## config.mk

```make
export PLATFORM = sky130hd
export DESIGN_NAME = pwm_capture
export DESIGN_NICKNAME = d
export VERILOG_FILES = /design/src/rtl/pwm_capture.sv
export SDC_FILE = /design/constraint.sdc
export NUM_CORES = 1
export LEC_CHECK = 0
export ABC_AREA = 0
export BUFFER_PORTS_ARGS = -buffer_cell sky130_fd_sc_hd__buf_2
export CORE_MARGIN = 1
export CORE_UTILIZATION = 45
export CTS_BUF_LIST = sky130_fd_sc_hd__clkbuf_16
export DETAILED_ROUTE_END_ITERATION = 8
export PLACE_DENSITY = 0.72
export SETUP_SLACK_MARGIN = 0.5
export SYNTH_ARGS = -nofsm -noshare
export SYNTH_HDL_FRONTEND = slang
export SYNTH_SLANG_ARGS = --single-unit
```

## constraint.sdc

```tcl
create_clock -name clk_in -period 2.9 [get_ports clk_in]
set_clock_uncertainty 0.15 [all_clocks]
set_input_delay 0.29 -clock clk_in [delete_from_list [all_inputs] [get_ports clk_in]]
set_output_delay 0.29 -clock clk_in [all_outputs]
set_load 0.01 [all_outputs]
```

## src/rtl/pwm_capture.sv

```systemverilog
// pwm_capture: measures period and high time of an asynchronous PWM input in clk_in cycles
`timescale 1ns/10ps
module pwm_capture #(
  parameter int COUNTER_WIDTH = 16,
  parameter int SYNC_STAGES   = 2
) (
  input  logic                     clk_in,
  input  logic                     rst_n_in,
  input  logic                     pwm_in,
  output logic [COUNTER_WIDTH-1:0] period_out,
  output logic [COUNTER_WIDTH-1:0] high_out,
  output logic                     valid_out,
  output logic                     overflow_out,
  output logic                     level_out
);
  typedef enum logic [1:0] {WAIT_EDGE, HIGH, LOW} state_t;
  localparam logic [COUNTER_WIDTH-1:0] CNT_MAX = '1;
  localparam logic [COUNTER_WIDTH-1:0] CNT_ONE = COUNTER_WIDTH'(1);
  state_t                   state_q, state_d;
  logic [SYNC_STAGES-1:0]   sync_q;
  logic                     prev_q, rise, fall, sat, valid_d, overflow_d;
  logic [COUNTER_WIDTH-1:0] cnt_q, cnt_d, cnt_inc, high_cap_q, high_cap_d, period_d, high_d;
  assign level_out = sync_q[SYNC_STAGES-1];
  assign rise      = level_out & ~prev_q;
  assign fall      = ~level_out & prev_q;
  assign sat       = cnt_q == CNT_MAX;
  assign cnt_inc   = sat ? cnt_q : cnt_q + CNT_ONE;
  always_ff @(posedge clk_in or negedge rst_n_in) begin
    if (!rst_n_in) begin
      sync_q <= '0;
      prev_q <= 1'b0;
    end else begin
      sync_q <= {sync_q[SYNC_STAGES-2:0], pwm_in};
      prev_q <= level_out;
    end
  end
  // an edge on the saturation cycle wins over overflow
  always_comb begin
    state_d    = state_q;
    cnt_d      = cnt_q;
    high_cap_d = high_cap_q;
    period_d   = period_out;
    high_d     = high_out;
    valid_d    = 1'b0;
    overflow_d = overflow_out;
    case (state_q)
      WAIT_EDGE: if (rise) begin
        state_d = HIGH;
        cnt_d   = CNT_ONE;
      end
      HIGH: begin
        cnt_d = cnt_inc;
        if (fall) begin
          high_cap_d = cnt_q;
          state_d    = LOW;
        end else if (sat) begin
          state_d    = WAIT_EDGE;
          overflow_d = 1'b1;
        end
      end
      LOW: begin
        cnt_d = cnt_inc;
        if (rise) begin
          period_d   = cnt_q;
          high_d     = high_cap_q;
          valid_d    = 1'b1;
          overflow_d = 1'b0;
          cnt_d      = CNT_ONE;
          state_d    = HIGH;
        end else if (sat) begin
          state_d    = WAIT_EDGE;
          overflow_d = 1'b1;
        end
      end
      default: state_d = WAIT_EDGE;
    endcase
  end
  always_ff @(posedge clk_in or negedge rst_n_in) begin
    if (!rst_n_in) begin
      state_q      <= WAIT_EDGE;
      cnt_q        <= '0;
      high_cap_q   <= '0;
      period_out   <= '0;
      high_out     <= '0;
      valid_out    <= 1'b0;
      overflow_out <= 1'b0;
    end else begin
      state_q      <= state_d;
      cnt_q        <= cnt_d;
      high_cap_q   <= high_cap_d;
      period_out   <= period_d;
      high_out     <= high_d;
      valid_out    <= valid_d;
      overflow_out <= overflow_d;
    end
  end
endmodule
```

==> summary.md, run 1 <==
| Metric | Value |
|---|---|
| Outcome | finished with violations |
| Failing checks | DRC |
| Worst Setup End Kind | flip-flop |
| PortBufs | 37 |
| Worst Reg2Reg Path Length in Cells | 7 |
| Slowest stage cell on the critical path | dfrtp_1 |
| Yosys cell types | 42 |
| Clock Sinks | 71 |
| CTS tree | done |
| Met3 routed WL | 290 µm |
| Mapped cell area | 0.00302 mm² |
| Gpl congestion | 0.890 |
| Final period demand of the worst path | 2.15 ns |
| Drt drc | 7 |
| Most used DFF post-synth | dfrtp_1 |
| Initial DRC Count | 149 |
| Clk buf depth | 2 |
| R2r endpoint | state_q[0] |
| Required time worst endpoint | 2.96 ns |
| HP Class | reg -> reg |
| IO Pins | 38 |
| Max Fclk | 466 MHz |
| GRT Util Overall | 19.8% |
| Final Non-Filler Cells | 423 |
| Layout cells sized above 1 | 21.7% |
| Die X-Extent | 83.9 µm |
| Worst setup margin | 0.755 ns |
| Seq pwr share | 42.3% |
| Asr flop ratio synth | 100% |
| Total CTS buffers | 9 |
| Initial antenna violation count | 0 |
| Pre-CTS setup slack | 0.580 ns |
| CORE AREA | 0.00642 mm² |
| Final TNS setup | 0 ns |
| Worst-path maximum fanout | 9 |
| Design Area, Final | 0.00363 mm² |
| Layout area overhead | 20.2% |
| Post-synth EDFFs | 0 |
| Final Cycle Share | 74.0% |
| Clock power share | 36.7% |
| Net switching fraction of the power | 29.5% |
| Vias per cell | 5.39 |
| FP Rows | 29 |
| Synthesized net count | 304 |
| Per-cell routed wire length | 14.5 µm |
| Vias in the first global route | 2239 |
| Largest net degree at the start of global routing | 38 |
| GR Overflow Total | 0 |
| MaxCap Viol Count | 0 |
| First-pass GRT wire length | 10700 µm |
| Reg area | 0.00178 mm² |
| Worst-margin pin slew | 0.805 ns |
| RSZ-0062 raised after global routing | false |
| Syn avg cell area | 10.2 µm² |
| Yosys reg bits | 71 |
| Leakage power | 1.93 nW |
| First drt pass iteration count | 6 |
| Placed instance area | 0.00330 mm² |
| Reg2Reg Setup Slack | 0.75 ns |
| Critical path type | reg -> reg |
| Worst setup path endpoint | state_q[0] |
| Synth Instances | 296 |
| M1 WL | 2920 µm |
| R2R Path Start | cnt_q[0] |
| Count of inserted antenna diode cells | 0 |
| Sw Pwr | 811 µW |
| Worst-skew pair later-pin latency | 0.33 ns |
| Multi-input logic area | 0.00117 mm² |
| Critical Path Max Stage Delay | 0.44 ns |
| Post-CTS Resized | 0 |
| Logic pwr share | 21.0% |
| DIE AREA | 0.00704 mm² |
| Worst-path cell chain | ha_1, nand3_1, nor4_4, buf_4, buf_12, nor2_2, a221o_1 |
| Worst vdd ir | 379 µV |
| Register clock-pin slew on the reported worst setup and hold paths | 0.05 ns |
| Final setup viols | 0 |
| FILL cells | 543 |
| Internal power | 1.94 mW |
| Worst EP arrival | 2.21 ns |
| Synth warn | 0 |
| Sequential area share after synthesis | 58.9% |
| Slew Viols, Final | 0 |
| Clock root cell | clkbuf_16 |
| Starting density of the core | 47.0% |
| Met2 wire length | 2760 µm |
| Relative slew slack | 46.3% |
| DPL Wire Length | 3940 µm |
| Top sig layer | met4 |
| Die Height | 83.9 µm |
| Power Density | 757 mW/mm² |
| Critical path launch point type | flip-flop |
| Post-DRT Antenna Nets | 0 |
| Vias | 2281 |
| Fin nets | 352 |
| CTS HTree Levels | 3 |
| Worst setup startpoint | cnt_q[0] |
| Cell count after placement | 404 |
| Hold Violations, Final | 0 |
| Fin util | 56.5% |
| Total wire length | 6150 µm |
[logic make-up after synthesis]
kind of cell,after synthesis,synth area share (%)
flip-flops,71,58.9
buffers and inverters,17,2.40
AO/OA/AOI/OAI,23,4.73
multiplexers,17,6.26
XOR/XNOR,9,2.61
AND/OR/NAND/NOR,154,23.1
adder cells (fa/ha/maj),5,2.07
[metrics by stage]
step / power [mW] / hold slack (ns)
floorplan: 1.56 / -0.156
global route: 2.88 / 0.208
CTS: 2.77 / 0.198
finish: 2.75 / 0.196
detailed placement: 1.75 / 0.187
global placement: 1.74 / 0.184
[critical path: cells and delay by family (launching register included)]
kind / cells / cell delay [ns]
compound gates: 1 / 0.30
fa+ha+maj: 1 / 0.23
buf+inv: 2 / 0.35
flops: 1 / 0.44
simple gates: 3 / 0.57
[layer usage]
metal	up-vias	global-route usage (%)
met2	67	29.0
met4	0	12.4
met5	-	0
met3	16	4.55
met1	1110	26.6
li1	1088	-
[cell usage after synthesis (2+ instances only)]
| library cell | count | area share, % |
|---|---|---|
| a21oi_1 | 6 | 1.0 |
| nor2_1 | 14 | 1.7 |
| mux2_2 | 15 | 5.6 |
| a31oi_1 | 4 | 0.83 |
| xnor2_1 | 7 | 2.0 |
| nand3_1 | 8 | 1.3 |
| clkbuf_1 | 8 | 1.0 |
| nor3_1 | 5 | 0.83 |
| nand2_1 | 105 | 13 |
| inv_1 | 5 | 0.62 |
| ha_1 | 5 | 2.1 |
| nor4b_1 | 2 | 0.58 |
| xor2_1 | 2 | 0.58 |
| dfrtp_1 | 71 | 59 |
| mux2i_1 | 2 | 0.66 |
| nor4_1 | 3 | 0.62 |
| nand4_1 | 3 | 0.62 |
| and2_1 | 2 | 0.41 |
| o21ai_0 | 6 | 1.0 |
[how the worst min path moves through the flow]
stage,start,to,depth (start not counted)
CTS,sync_q[0],sync_q[1],0
detailed placement,sync_q[0],sync_q[1],0
global placement,sync_q[0],sync_q[1],0
finish,sync_q[0],sync_q[1],0
global route,sync_q[0],sync_q[1],0
floorplan,rst_n_in,cnt_q[0],0
[layout by cell type, fill, tap and decap left out, drive strengths merged, types with 2 or more instances in the layout]
cell,count
a21oi,6
a31oi,4
and2,2
buf,46
clkbuf,9
clkinv,3
dfrtp,71
dlygate4sd3,2
ha,5
inv,6
mux2,15
mux2i,2
nand2,105
nand3,8
nand4,4
nor2,15
nor3,6
nor4,4
nor4b,2
o21ai,6
xnor2,7
xor2,2
[sequential cells by signal, indices dropped and copies added, names as in the netlist]
register      count
high_cap_q       16
state_q           2
overflow_out      1
valid_out         1
cnt_q            16
high_out         16
sync_q            2
period_out       16
prev_q            1
[what timing repair did]
action	CTS	global route
setup endpoints to repair	0	14
hold endpoints to repair	35	0
setup buffers	0	4
hold buffers	2	0
[power by group through the flow]
stage               sequential (mW)  combinational (mW)  clock (mW)
finish                         1.16               0.577        1.01
detailed placement             1.18               0.572           0
global placement               1.17               0.565           0
CTS                            1.16               0.579        1.03
global route                   1.18               0.638        1.07
floorplan                      1.18               0.380           0
[layout make-up]
type	instances	share of cell area, %
sequential	71	49.0
multi-input combinational	208	32.2
timing repair buffer	48	8.21
clock buffer	9	6.21
tap	77	2.66
clock inverter	4	1.14
inverter	6	0.621
Power figures use the tool's default switching activity.
==> inputs of run 2 (changes only) <==
==> constraint.sdc (replaced) <==
create_clock -name clk_in -period 2.1 [get_ports clk_in]
set_clock_uncertainty 0.15 [all_clocks]
set_input_delay 0.21 -clock clk_in [delete_from_list [all_inputs] [get_ports clk_in]]
set_output_delay 0.21 -clock clk_in [all_outputs]
set_load 0.01 [all_outputs]
==> summary.md, run 2 (same netlist as run 1, synthesis figures left out) <==
| Metric | Value |
|---|---|
| Outcome | finished with violations |
| Failing checks | DRC |
| Worst setup margin | 0.149 ns (-0.606 ns) |
| Drt drc | 8 (+1) |
| Top sig layer | met4 |
| CTS tree | done |
| Total power | 4.76 mW (+73%) |
| FP Rows | 29 (unchanged) |
| Total CTS buffers | 9 (unchanged) |
| Register clock-pin slew on the reported worst setup and hold paths | 0.05 ns (about the same) |
| Most frequent cells in the layout | nand2_1 (105), dfrtp_1 (65), buf_2 (37) |
| Worst vdd ir | 428 µV (+13%) |
| Initial antenna violation count | 0 (unchanged) |
| Critical path type | reg -> reg |
| R2R Path Start | cnt_q[11] |
| Hold Startpoint | sync_q[0] |
| Clock Sinks | 71 (unchanged) |
| Final TNS setup | 0 ns (unchanged) |
| Clock root cell | clkbuf_16 |
| Max Fclk | 513 MHz (+10%) |
| Worst EP arrival | 2.02 ns (-0.19 ns) |
| M1 WL | 3510 µm (+20%) |
| Worst-skew pair later-pin latency | 0.33 ns (about the same) |
| FILL cells | 446 (-18%) |
| Logic pwr share | 35.7% (+15 points) |
| IO Pins | 38 (unchanged) |
| Fin nets | 386 (+9.7%) |
| Relative slew slack | 75.0% (+29 points) |
| Total wire length | 8400 µm (+37%) |
| Critical path launch point type | flip-flop |
| PortBufs | 37 (unchanged) |
| Per-cell routed wire length | 18.3 µm (+26%) |
| Worst-margin pin slew | 0.375 ns (-0.430 ns) |
| MaxCap Viol Count | 0 (unchanged) |
| Final period demand of the worst path | 1.95 ns (-0.194 ns) |
| Worst-path cell chain | nand4_1, nor4_4, buf_6, nand4b_1, xor2_1, nor2_1 |
| Post-DRT Antenna Nets | 0 (unchanged) |
| Worst-path maximum fanout | 8 (-1) |
| Die X-Extent | 83.9 µm (unchanged) |
| Crit path max-delay family | simple AND/OR/NAND/NOR gates |
| Layout cells sized above 1 | 39.8% (+18 points) |
| First drt pass iteration count | 7 (+1) |
| DPL Wire Length | 4210 µm (+6.9%) |
| Pre-CTS setup slack | 0.128 ns (-0.451 ns) |
| Largest net degree at the start of global routing | 72 (+89%) |
| DIE AREA | 0.00704 mm² (unchanged) |
| Vias per cell | 5.54 (+2.8%) |
| Initial DRC Count | 211 (+42%) |
| Net switching fraction of the power | 33.2% (+3.7 points) |
| CTS HTree Levels | 3 (unchanged) |
| Layout area overhead | 43.8% |
| Starting density of the core | 47.0% (unchanged) |
| Slowest stage cell on the critical path | dfrtp_2 |
| Vias in the first global route | 2400 (+7.2%) |
| Design Area, Final | 0.00434 mm² (+20%) |
| WP buf/inv | 1 (-1) |
| Clk buf depth | 2 (unchanged) |
| Met3 routed WL | 484 µm (+67%) |
| Seq pwr share | 34.1% (-8.2 points) |
| Sw Pwr | 1.58 mW (+95%) |
| GRT Util Overall | 22.2% (+2.4 points) |
| Count of inserted antenna diode cells | 0 (unchanged) |
| Placed instance area | 0.00342 mm² (+3.5%) |
| CORE AREA | 0.00642 mm² (unchanged) |
| Critical Path Max Stage Delay | 0.43 ns (about the same) |
| First-pass GRT wire length | 11900 µm (+11%) |
| Hold Violations, Final | 0 (unchanged) |
| Commonest non-fill, non-tap cell in the layout | nand2_1 |
| Met2 wire length | 4070 µm (+48%) |
| Final setup viols | 0 (unchanged) |
| Worst setup startpoint | cnt_q[11] |
| RSZ-0062 raised after global routing | true |
| Slew Viols, Final | 0 (unchanged) |
| GR Overflow Total | 0 (unchanged) |
| Clock power share | 30.3% (-6.4 points) |
| Leakage power | 2.23 nW (+15%) |
| Internal power | 3.18 mW (+64%) |
| Die Height | 83.9 µm (unchanged) |
| Worst Setup End Kind | flip-flop |
| Final Cycle Share | 92.9% (+19 points) |
| Required time worst endpoint | 2.17 ns (-0.79 ns) |
| HP Class | reg -> reg |
| Power Density | 1100 mW/mm² (+45%) |
| Gpl congestion | 0.878 (-1.3%) |
| Vias | 2544 (+12%) |
==> run 2: final cells by class <==
class	count	area, µm²	share of cell area (%)
multi-input combinational	209	1520	35.0
clock inverter	6	53.8	1.24
sequential	71	1780	41.1
tap	77	96.3	2.22
clock buffer	9	225	5.19
timing repair buffer	81	634	14.6
inverter	6	27.5	0.634
==> run 2: routing by layer <==
| metal | global-route usage (%) | vias up |
|---|---|---|
| li1 | - | 1161 |
| met3 | 4.55 | 31 |
| met5 | 0 | - |
| met1 | 28.6 | 1246 |
| met4 | 12.1 | 0 |
| met2 | 35.1 | 106 |
==> run 2: what timing repair did <==
action	CTS	global route
resized for setup	33	50
buffers inserted	12	13
gates cloned	2	3
endpoints found under the hold margin	72	0
endpoints found under the setup margin	66	41
hold buffers	2	0
pin swaps	12	15
==> run 2: power by group through the flow <==
stage | combinational, mW | clock [mW] | sequential, mW
4_1_cts | 1.28 | 1.46 | 1.61
3_3_place_gp | 0.837 | 0 | 1.62
3_5_place_dp | 0.864 | 0 | 1.63
5_1_grt | 1.78 | 1.52 | 1.63
6_report | 1.70 | 1.44 | 1.62
2_1_floorplan | 0.640 | 0 | 1.63
==> run 2: stage by stage <==
step,cells,hold slack [ns],utilization (%)
after floorplan,296,-0.236,-
after global placement,412,0.111,53.2
after detailed placement,412,0.118,53.2
after CTS,443,0.196,61.9
after global routing,459,0.223,67.6
final,459,0.196,67.6
==> run 2: worst paths after layout <==
path | cells past startpoint | to | slack, ns
worst min-delay path | 0 | sync_q[1] | 0.20
worst max-delay path | 6 | cnt_q[9] | 0.15
max in group asynchronous | 3 | cnt_q[2] | 1.18
worst max register to register | 6 | cnt_q[9] | 0.15
min in group asynchronous | 3 | sync_q[0] | 0.30
worst min register to register | 0 | sync_q[1] | 0.20
